### src/rtl/screen_sequencer.sv
// Screen sequencer for the Snake display path: picks which full-screen image the
// pixel drawer sweeps, runs each sweep to completion and hands out the plot strobe.
module screen_sequencer #(
    parameter int PIXELS      = 19200,
    parameter int FLASH_TICKS = 30
) (
    input  logic clk,
    input  logic rst,
    input  logic start,
    input  logic game_over,
    input  logic frame_tick,
    output logic show_title,
    output logic show_black,
    output logic show_game_over,
    output logic flash,
    output logic draw_rst_n,
    output logic plot,
    output logic game_enable,
    output logic busy
);

    localparam int CW = 15;
    localparam int TW = $clog2(FLASH_TICKS + 1);
    localparam logic [CW-1:0] LAST_PIXEL = CW'(PIXELS - 1);
    localparam logic [TW-1:0] LAST_TICK  = TW'(FLASH_TICKS - 1);

    typedef enum logic [2:0] {BOOT, PREP, SWEEP, TITLE_IDLE, PLAYING, GO_IDLE} state_t;
    typedef enum logic [1:0] {M_TITLE, M_FLASH, M_CLEAR, M_GAMEOVER} mode_t;

    state_t state, state_nxt, next_after, next_after_nxt;
    mode_t mode, mode_nxt;
    logic [CW-1:0] count, count_nxt;
    logic [TW-1:0] ticks, ticks_nxt;
    logic phase, phase_nxt;

    always_ff @(posedge clk) begin
        if (!rst) begin
            state      <= BOOT;
            next_after <= TITLE_IDLE;
            mode       <= M_TITLE;
            count      <= '0;
            ticks      <= '0;
            phase      <= 1'b0;
        end else begin
            state      <= state_nxt;
            next_after <= next_after_nxt;
            mode       <= mode_nxt;
            count      <= count_nxt;
            ticks      <= ticks_nxt;
            phase      <= phase_nxt;
        end
    end

    always_comb begin
        state_nxt      = state;
        next_after_nxt = next_after;
        mode_nxt       = mode;
        count_nxt      = count;
        ticks_nxt      = ticks;
        phase_nxt      = phase;
        case (state)
            BOOT: begin
                state_nxt      = PREP;
                mode_nxt       = M_TITLE;
                next_after_nxt = TITLE_IDLE;
            end
            PREP: begin
                count_nxt = '0;
                state_nxt = SWEEP;
            end
            SWEEP: begin
                if (count == LAST_PIXEL) state_nxt = next_after;
                else                     count_nxt = count + 1'b1;
            end
            TITLE_IDLE: begin
                // start wins over a flash toggle landing on the same cycle
                if (start) begin
                    state_nxt      = PREP;
                    mode_nxt       = M_CLEAR;
                    next_after_nxt = PLAYING;
                    ticks_nxt      = '0;
                    phase_nxt      = 1'b0;
                end else if (frame_tick) begin
                    if (ticks == LAST_TICK) begin
                        ticks_nxt      = '0;
                        phase_nxt      = ~phase;
                        state_nxt      = PREP;
                        mode_nxt       = phase ? M_TITLE : M_FLASH;
                        next_after_nxt = TITLE_IDLE;
                    end else begin
                        ticks_nxt = ticks + 1'b1;
                    end
                end
            end
            PLAYING: begin
                if (game_over) begin
                    state_nxt      = PREP;
                    mode_nxt       = M_GAMEOVER;
                    next_after_nxt = GO_IDLE;
                end
            end
            GO_IDLE: begin
                if (start) begin
                    state_nxt      = PREP;
                    mode_nxt       = M_CLEAR;
                    next_after_nxt = TITLE_IDLE;
                    ticks_nxt      = '0;
                    phase_nxt      = 1'b0;
                end
            end
            default: state_nxt = BOOT;
        endcase
    end

    // CLEAR also raises show_title so the drawer keeps advancing its address
    always_comb begin
        show_title     = 1'b0;
        show_black     = 1'b0;
        show_game_over = 1'b0;
        flash          = 1'b0;
        busy           = (state == PREP) || (state == SWEEP);
        plot           = (state == SWEEP);
        draw_rst_n     = (state == SWEEP);
        game_enable    = (state == PLAYING);
        if (busy) begin
            case (mode)
                M_TITLE:    show_title = 1'b1;
                M_FLASH:    flash = 1'b1;
                M_CLEAR: begin
                    show_title = 1'b1;
                    show_black = 1'b1;
                end
                M_GAMEOVER: show_game_over = 1'b1;
                default:    show_title = 1'b0;
            endcase
        end
    end

endmodule

### config.mk
export PLATFORM = sky130hd
export DESIGN_NAME = screen_sequencer
export DESIGN_NICKNAME = d
export VERILOG_FILES = /design/src/rtl/screen_sequencer.sv
export SDC_FILE = /design/constraint.sdc
export NUM_CORES = 1
export LEC_CHECK = 0
export ABC_AREA = 1
export BUFFER_PORTS_ARGS = -buffer_cell sky130_fd_sc_hd__buf_4
export CORE_UTILIZATION = 50
export CTS_CLUSTER_SIZE = 14
export DETAILED_ROUTE_END_ITERATION = 8
export PLACE_DENSITY = 0.68
export SKIP_LAST_GASP = 1
export SLEW_MARGIN = 15
export SYNTH_ARGS = -nofsm -noshare
export SYNTH_HDL_FRONTEND = slang
export SYNTH_SLANG_ARGS = --single-unit
### constraint.sdc
create_clock -name clk -period 4.7 [get_ports clk]
set_clock_uncertainty 0.15 [all_clocks]
set_input_delay 0.705 -clock clk [delete_from_list [all_inputs] [get_ports clk]]
set_output_delay 0.705 -clock clk [all_outputs]
set_load 0.01 [all_outputs]
==> results of run 1 <==
==> sequential cells by signal, indices dropped and copies added (netlist names) <==
register,cells
count,15
mode,2
next_after,3
phase,1
state,3
ticks,5
==> final cells by class <==
class	instances	area share (%)
multi-input cells	205	51.6
flip-flops and latches	29	29.6
inverters	38	7.28
repair buffers	13	4.98
clock buffers	7	3.32
well taps	46	2.94
clock inverters	1	0.255
==> layer usage <==
| metal | GRT usage [%] | part of all wire [%] | up-vias |
|---|---|---|---|
| met1 | 27.9 | 48 | 802 |
| met5 | 0 | 0 | - |
| met4 | 9.52 | 1.6 | 0 |
| met2 | 36.9 | 47 | 36 |
| met3 | 5.59 | 3.4 | 7 |
| li1 | - | - | 924 |
==> report_power, final <==
part | total, mW | switching, mW | leakage, nW | internal (mW)
Combinational | 0.367 | 0.245 | 0.567 | 0.123
Clock | 0.179 | 0.0921 | 0.0413 | 0.0866
Sequential | 0.309 | 0.0286 | 0.235 | 0.280
==> cell usage in the layout (no fill, tap or decap) <==
cell,instances
nand2_1,58
nor2_1,44
nand3_1,39
inv_1,30
dfxtp_1,29
a21oi_1,19
buf_4,13
inv_2,7
o21ai_0,7
nor3_1,5
nand2_2,5
clkbuf_4,5
nand3_2,4
nand4_1,4
ha_1,3
nor3_2,2
nor2_4,2
xor2_1,2
or2_2,2
clkbuf_8,2
o21ai_2,1
a31o_2,1
clkinv_1,1
a31oi_1,1
nor2_2,1
nand2_4,1
nand3b_1,1
nor3b_1,1
nor4_1,1
a21oi_2,1
clkinv_2,1
==> tightest hold or removal path, cell delays in order, from the launching register on <==
cell and delay [ns]:
dfxtp_1 0.34, nor2_1 0.05, nor2_1 0.08
==> worst max path at each step <==
stage / start / endpoint / slack [ns] / cells after the start
final: state[0] / show_game_over / 1.93 / 7
after global routing: state[0] / show_black / 1.73 / 7
after CTS: state[0] / show_black / 1.94 / 7
after detailed placement: state[0] / show_black / 2.32 / 7
after global placement: state[0] / show_game_over / 2.44 / 7
after floorplan: state[1] / flash / 2.47 / 7
==> cells by family after synthesis <==
| logic type | after synthesis |
|---|---|
| AO/OA/AOI/OAI | 30 |
| XOR/XNOR | 2 |
| adder cells (fa/ha/maj) | 3 |
| buffers and inverters | 45 |
| flip-flops | 29 |
| AND/OR/NAND/NOR | 170 |
==> out/qor.txt, run 1 <==
CTS tree - yes
Synth Area in Compound Gates - 9.10%
Slowest-stage cell, CP - dfxtp_1
Place WS - 2.32 ns
Crit end category - primary output
CTS resizes - 0
Leakage - 0.843 nW
Hold Crit Depth - 2
Initial cell density of the core - 52.7%
Fin. Hold Viols - 0
Post-synth EDFFs - 0
Post-cts hold buffer count - 0
Power Density - 436 mW/mm^2
Post-Synth Adder-Cell Area - 2.10%
Dpl hpwl - 2810 microns
Seq. cell area - 581 sq um
Post-Synth Simple-Gate Area - 44.4%
Clock-pin transition on the worst setup and hold timing paths - 0.09 ns
Post-synth top area share - 32.5%
Worst reg-to-reg setup slack - 2.78 ns
Total Power - 0.855 mW
Finished Layout Cells - 339
Post-route design area - 0.00196 sq mm
Crit-path max FO - 14
Largest family of logic cells by synthesized area - simple AND/OR/NAND/NOR gates
Crit share post-route - 59.0%
Share of cells above drive strength 1 - 16.4%
RR Startpoint - count[0]
Endpoint of the worst-slack reg-to-reg timing path - count[14]
Routed WL - 3900 microns
CTS buffer count - 5
Largest stage delay, worst path - 0.44 ns
R2R depth - 10
RSZ-0062 raised after global routing - no
Worst-Margin Slew - 0.452 ns
Peak supply drop - 0.319 mV
Top-count cell post-synth - nand2_1
Antenna violations before repair - 0
Post-synthesis mux area share - 0%
Syn Std Cell Area - 0.00179 sq mm
Avg Synthesized Cell Area - 6.40 sq um
Yosys top cell by area - dfxtp_1
Largest net degree at the start of global routing - 19
DRC - 0
Crit path cell chain - inv_1 -> nor3_1 -> inv_1 -> nand2_1 -> inv_1 -> nor3_1 -> buf_4
Largest cells by area after synthesis - dfxtp_1 32%, nand2_1 12%, nand3_1 11%
PortBufs - 12
Final net count - 300
End point of the worst hold path - phase
Worst Setup Path Type - reg2out
Status - complete, no violations
Minimum clock period - 2.77 ns
CP Launch Type - flip-flop
Diode count - 0
Setup-failing EPs final - 0
DRT iter0 DRCs - 162
Seq/Total Area, Yosys - 32.5%
Dpl cell area - 0.00189 sq mm
Vias in the first global route - 1463
Hold Slack - 0.339 ns
Cell Count Post-Placement - 331
Max-slew violations - 0
WL per Instance - 11.5 microns
Register bit total from synthesis - 29
Clk sinks - 29
CTS H-Tree Depth - 2
Family with the most delay on the worst path - buffers and inverters
Site row count - 21
Max Clk Rate - 360 MHz
TNS Setup - 0 ns
Setup slack after layout - 1.93 ns
GRT Overall Usage - 22.4%
Top FF cell, synth - dfxtp_1
Global-route wire length before repair - 6270 microns
Max clock buf depth - 2
Gpl congestion - 0.853
Max cap viols - 0
Area of the core - 0.00339 sq mm
Die ar. - 0.00382 sq mm
Grt ovf - 0
Cells after synthesis - 279
Vias - 1769
Post-CTS setup buffer count - 0
Die Span X - 61.8 microns
ANT nets after route - 0
FFs w/ async S/R, synth - 0%
# fillers - 326
Clock latency on the worst-skew pair - 0.34 ns
Required time worst endpoint - 3.85 ns
Synth warnings - 0
Hold Crit Start - phase
Die Y - 61.8 microns
Post-synthesis xor/xnor area fraction - 0.980%
Syn Nets - 287
Multi-input gate area in the final layout - 0.00101 sq mm
Arr. time, crit path - 1.92 ns
CP bufs+invs - 4
Relative slew slack - 69.9%
Synth unique cells - 31
Area grow syn2layout - 9.66%
Worst hold path class - reg2reg
Final Core Density - 57.8%
First-pass detailed-route iteration total - 5
Top cell by count, worst path - inv_1
Clock Tree Root - clkbuf_4
Commonest cells in the netlist - 58 x nand2_1, 44 x nor2_1, 39 x nand3_1
Top Ports - 13
Vias per cell - 5.22
(Power assumes the default switching activity.)
==> run 2, diff against run 1 <==
--- a/config.mk
+++ b/config.mk
@@ -10,7 +10,7 @@
 export CORE_UTILIZATION = 50
 export CTS_CLUSTER_SIZE = 14
 export DETAILED_ROUTE_END_ITERATION = 8
-export PLACE_DENSITY = 0.68
+export PLACE_DENSITY = 0.71
 export SKIP_LAST_GASP = 1
 export SLEW_MARGIN = 15
 export SYNTH_ARGS = -nofsm -noshare
==> constraint.sdc (replaced) <==
create_clock -name clk -period 2.31 [get_ports clk]
set_clock_uncertainty 0.15 [all_clocks]
set_input_delay 0.3465 -clock clk [delete_from_list [all_inputs] [get_ports clk]]
set_output_delay 0.3465 -clock clk [all_outputs]
set_load 0.01 [all_outputs]
==> run 2 against run 1 <==
Routed wire length shrank 1.9%. Die area is the same. Non-clock buffer count grew 2. Clock-buffer cell count is the same. Largest power group unchanged. Highest routed layer unchanged.
==> out/qor.txt, run 2 (synthesized netlist as in run 1, its figures left out) <==
Clock-pin transition on the worst setup and hold timing paths - 0.09 ns (about the same)
Gpl congestion - 0.857 (was 0.853)
DRT iter0 DRCs - 98 (was 162)
Max clock buf depth - 2 (unchanged)
TNS Setup - 0 ns (unchanged)
Routed WL - 3830 microns (was 3900 microns)
Relative slew slack - 69.1% (was 69.9%)
# fillers - 346 (was 326)
CTS resizes - 0 (unchanged)
Antenna violations before repair - 0 (unchanged)
Post-CTS setup buffer count - 0 (unchanged)
Vias per cell - 5.14 (was 5.22)
CTS tree - yes (unchanged)
Place WS - 0.463 ns (was 2.32 ns)
Setup slack after layout - 0.249 ns (was 1.93 ns)
Largest net degree at the start of global routing - 19 (unchanged)
Final net count - 302 (was 300)
WL per Instance - 11.2 microns (was 11.5 microns)
Max-slew violations - 0 (unchanged)
Most flop-heavy register - count (unchanged)
Arr. time, crit path - 1.56 ns (was 1.92 ns)
Clock latency on the worst-skew pair - 0.34 ns (about the same)
Minimum clock period - 2.06 ns
Site row count - 21 (unchanged)
Area grow syn2layout - 11.3% (was 9.66%)
RSZ-0062 raised after global routing - no (unchanged)
Vias in the first global route - 1458 (was 1463)
Dpl cell area - 0.00190 sq mm (was 0.00189 sq mm)
Setup-failing EPs final - 0 (unchanged)
Most common cell after layout, fill and taps aside - nand2_1 (unchanged)
Worst-Margin Slew - 0.463 ns (was 0.452 ns)
Leakage - 0.855 nW (was 0.843 nW)
Max cap viols - 0 (unchanged)
Max FFs per register - 15 (unchanged)
CTS H-Tree Depth - 2 (unchanged)
First-pass detailed-route iteration total - 4 (was 5)
Total Power - 1.77 mW (was 0.855 mW)
Die Span X - 61.8 microns (unchanged)
CP Launch Type - flip-flop (unchanged)
Peak supply drop - 0.569 mV (was 0.319 mV)
Diode count - 0 (unchanged)
Max Clk Rate - 485 MHz
Post-route design area - 0.00199 sq mm (was 0.00196 sq mm)
Crit share post-route - 89.2%
Die Y - 61.8 microns (unchanged)
Required time worst endpoint - 1.81 ns (was 3.85 ns)
Post-cts hold buffer count - 0 (unchanged)
Worst hold path class - in2reg (was reg2reg)
ANT nets after route - 0 (unchanged)
Vias - 1752 (was 1769)
Share of cells above drive strength 1 - 18.0% (was 16.4%)
Status - complete, no violations (unchanged)
Most frequent cells in the layout - 58 x nand2_1, 44 x nor2_1, 39 x nand3_1 (unchanged)
Fin. Hold Viols - 0 (unchanged)
CTS buffer count - 5 (unchanged)
Top Ports - 13 (unchanged)
Clock Tree Root - clkbuf_4 (unchanged)
Global-route wire length before repair - 6160 microns (was 6270 microns)
Largest registers - count (15), ticks (5) (unchanged)
PortBufs - 12 (unchanged)
Power Density - 892 mW/mm^2 (was 436 mW/mm^2)
Crit-path max FO - 7 (was 14)
Crit end category - primary output (unchanged)
Initial cell density of the core - 52.7% (unchanged)
Worst Setup Path Type - reg2out (unchanged)
Hold Slack - 0.139 ns (was 0.339 ns)
Dpl hpwl - 2780 microns (was 2810 microns)
Area of the core - 0.00339 sq mm (unchanged)
DRC - 0 (unchanged)
Die ar. - 0.00382 sq mm (unchanged)
GRT Overall Usage - 22.2% (was 22.4%)
Grt ovf - 0 (unchanged)
Clk sinks - 29 (unchanged)
run 2: layer usage:
| metal | global-route usage (%) | up-vias | part of all wire (%) |
|---|---|---|---|
| met1 | 26.6 | 779 | 45 |
| met3 | 6.21 | 6 | 4.6 |
| li1 | - | 928 | - |
| met2 | 38.2 | 39 | 49 |
| met4 | 7.62 | 0 | 1.4 |
| met5 | 0 | - | 0 |
run 2: area by class of cell:
cell class	instances	area (sq um)	area share, %
clock buffer	7	65.1	3.27
clock inverter	1	5.00	0.252
inverter	38	143	7.17
multi-input combinational	205	1020	51.4
sequential	29	583	29.3
tap	46	57.6	2.89
timing repair buffer	15	113	5.66
run 2: worst paths after layout:
check | start | end | slack [ns] | cells after the start
worst min-delay path | rst | next_after[1] | 0.14 | 2
worst max register to register | count[0] | count[14] | 0.45 | 10
worst min register to register | next_after[1] | next_after[1] | 0.33 | 2
worst max-delay path | state[2] | flash | 0.25 | 6
run 2: power by group:
part,internal [mW],total [mW],switching [mW]
Combinational,0.272,0.768,0.496
Sequential,0.573,0.642,0.0691
Clock,0.176,0.364,0.188
Total,1.02,1.77,0.753
run 2: through the flow:
stage	util, %	std cells
6_report	58.7	341
5_1_grt	58.7	341
4_1_cts	58.3	341
3_5_place_dp	56.2	333
3_3_place_gp	56.2	333
2_1_floorplan	-	279
run 2: worst max-delay path, cell delays in order (launching register included):
cell and delay, ns:
dfxtp_1 0.39, nor3_4 0.26, inv_2 0.11, nand2_1 0.10, inv_1 0.07, nor3_1 0.14, buf_4 0.15
==> run 3, diff against run 2 <==
--- a/config.mk
+++ b/config.mk
@@ -10,7 +10,8 @@
 export CORE_UTILIZATION = 50
 export CTS_CLUSTER_SIZE = 14
 export DETAILED_ROUTE_END_ITERATION = 8
-export PLACE_DENSITY = 0.71
+export MAX_ROUTING_LAYER = met4
+export PLACE_DENSITY_LB_ADDON = 0.2
 export SKIP_LAST_GASP = 1
 export SLEW_MARGIN = 15
 export SYNTH_ARGS = -nofsm -noshare
==> run 3 against run 2 <==
Combinational power is 2% lower. First-iteration DRC count is 12% lower. Clock-buffer cell count is 1 higher. Total power is 5.5% lower. Sequential share of layout area is 0.56 points higher. Highest routed layer unchanged. Largest power group unchanged. Flip-flop and latch count stayed put. Critical path depth is 1 higher. Register-to-register slack hardly changed. Hold slack better by 0.013 ns. Clock power is 19% lower.
==> out/qor.txt, run 3 (synthesized netlist as in run 1, its figures left out) <==
Status - complete, no violations (unchanged)
DRC - 0 (unchanged)
RR Startpoint - count[0] (unchanged)
Gpl congestion - 0.842 (was 0.857)
Most flop-heavy register - count (unchanged)
Share of cells above drive strength 1 - 16.0% (was 18.0%)
Peak supply drop - 0.552 mV (was 0.569 mV)
CTS resizes - 0 (unchanged)
Area of the core - 0.00339 sq mm (unchanged)
Required time worst endpoint - 1.81 ns (about the same)
R2R depth - 10 (unchanged)
Clock latency on the worst-skew pair - 0.33 ns (was 0.34 ns)
WP depth - 7 (was 6)
Post-cts hold buffer count - 0 (unchanged)
Relative slew slack - 70.3% (was 69.1%)
Site row count - 21 (unchanged)
Top Ports - 13 (unchanged)
Area grow syn2layout - 8.96% (was 11.3%)
Largest registers - count (15), ticks (5) (unchanged)
Arr. time, crit path - 1.56 ns (about the same)
Worst reg-to-reg setup slack - 0.46 ns (was 0.45 ns)
Setup-failing EPs final - 0 (unchanged)
CP bufs+invs - 4 (was 3)
Max cap viols - 0 (unchanged)
Diode count - 0 (unchanged)
Critical path origin - state[1] (was state[2])
Largest net degree at the start of global routing - 19 (unchanged)
Vias - 1772 (was 1752)
Grt ovf - 0 (unchanged)
CTS buffer count - 5 (unchanged)
Max clock buf depth - 2 (unchanged)
Slowest-stage cell, CP - dfxtp_1 (unchanged)
Crit-path max FO - 7 (unchanged)
Worst hold path class - in2reg (unchanged)
DRT iter0 DRCs - 86 (was 98)
Max FFs per register - 15 (unchanged)
Dpl hpwl - 2760 microns (was 2780 microns)
Clock-pin transition on the worst setup and hold timing paths - 0.09 ns (about the same)
CTS tree - yes (unchanged)
Most common cell after layout, fill and taps aside - nand2_1 (unchanged)
First-pass detailed-route iteration total - 4 (unchanged)
Clk sinks - 29 (unchanged)
Dpl cell area - 0.00190 sq mm (about the same)
Crit end category - primary output (unchanged)
Clock Tree Root - clkbuf_4 (unchanged)
Fin. Hold Viols - 0 (unchanged)
Leakage - 0.833 nW (was 0.855 nW)
RSZ-0062 raised after global routing - no (unchanged)
TNS Setup - 0 ns (unchanged)
Global-route wire length before repair - 6240 microns (was 6160 microns)
Hold Crit Start - rst (unchanged)
Post-CTS setup buffer count - 0 (unchanged)
Seq. cell area - 582 sq um (was 583 sq um)
Die Span X - 61.8 microns (unchanged)
Final net count - 301 (was 302)
Crit path cell chain - inv_2 -> nor3_2 -> inv_2 -> nand2_1 -> inv_1 -> nor3_1 -> buf_4 (was nor3_4 -> inv_2 -> nand2_1 -> inv_1 -> nor3_1 -> buf_4)
Worst-Margin Slew - 0.446 ns (was 0.463 ns)
Antenna violations before repair - 0 (unchanged)
Die Y - 61.8 microns (unchanged)
CP Launch Type - flip-flop (unchanged)
Routed WL - 3800 microns (was 3830 microns)
Most frequent cells in the layout - 58 x nand2_1, 44 x nor2_1, 39 x nand3_1 (unchanged)
Vias per cell - 5.21 (was 5.14)
Die ar. - 0.00382 sq mm (unchanged)
Vias in the first global route - 1468 (was 1458)
CTS H-Tree Depth - 2 (unchanged)
Total Power - 1.68 mW (was 1.77 mW)
Crit share post-route - 89.1% (was 89.2%)
Largest stage delay, worst path - 0.40 ns (was 0.39 ns)
Top cell by count, worst path - inv_2
GRT Overall Usage - 23.2% (was 22.2%)
Power Density - 861 mW/mm^2 (was 892 mW/mm^2)
Initial cell density of the core - 52.7% (unchanged)
Max-slew violations - 0 (unchanged)
# fillers - 344 (was 346)
Minimum clock period - 2.06 ns (about the same)
ANT nets after route - 0 (unchanged)
Multi-input gate area in the final layout - 0.00101 sq mm (was 0.00102 sq mm)
Family with the most delay on the worst path - buffers and inverters (was simple AND/OR/NAND/NOR gates)
Post-route design area - 0.00195 sq mm (was 0.00199 sq mm)
Worst Setup Path Type - reg2out (unchanged)
Hold Crit Depth - 2 (unchanged)
PortBufs - 12 (unchanged)
Max Clk Rate - 486 MHz (was 485 MHz)
WL per Instance - 11.2 microns (about the same)
[run 3: cell types whose count changed in the layout (fill, tap and decap cells not counted)]
cell | previous run | this run
buf_4 | 15 | 14
clkbuf_1 | 0 | 3
clkbuf_8 | 2 | 0
clkinv_2 | 1 | 0
dfxtp_1 | 27 | 28
dfxtp_2 | 2 | 1
nor3_1 | 4 | 5
nor3_4 | 1 | 0
[run 3: final timing paths]
kind | end
max | show_game_over
min | next_after[0]
max reg2reg | count[14]
min reg2reg | next_after[1]
[run 3: power breakdown]
| group | switching [mW] | internal, mW | leakage [nW] | total (mW) |
|---|---|---|---|---|
| combinational | 0.490 | 0.260 | 0.571 | 0.750 |
| sequential | 0.0597 | 0.571 | 0.236 | 0.631 |
| clock | 0.174 | 0.121 | 0.0265 | 0.296 |
[run 3: layout make-up]
cell class              instances  share of cell area (%)
clock buffers                   8                    2.51
multi-input cells             205                    51.9
well taps                      46                    2.96
repair buffers                 14                    5.40
inverters                      38                    7.33
flip-flops and latches         29                    29.9
[run 3: layer usage]
layer	GRT usage (%)	share of wire, %	vias to the layer above
met5	-	0	-
met4	8.57	0.87	0
met3	5.59	3.5	4
met2	39.0	48	26
met1	26.7	48	814
li1	-	-	928
[run 3: worst reg2reg max path, cell delays in order, from the launching register on]
cell     delay (ns)
dfxtp_1        0.38
ha_1           0.20
nand3_1        0.14
nor2_2         0.15
nand2_1        0.09
nand2_4        0.18
nand2_2        0.20
nand2_1        0.13
nand2_1        0.05
nand2_1        0.05
nor2_1         0.03
[run 3: per-stage QoR]
stage | setup slack (ns) | hold WS (ns) | utilization, % | cells
finish | 0.252 | 0.152 | 57.4 | 340
detailed placement | 0.446 | 0.300 | 56.0 | 332
floorplan | 0.442 | 0.279 | - | 279
CTS | 0.188 | 0.131 | 57.4 | 340
global route | 0.0524 | 0.143 | 57.4 | 340
global placement | 0.517 | 0.298 | 56.0 | 332
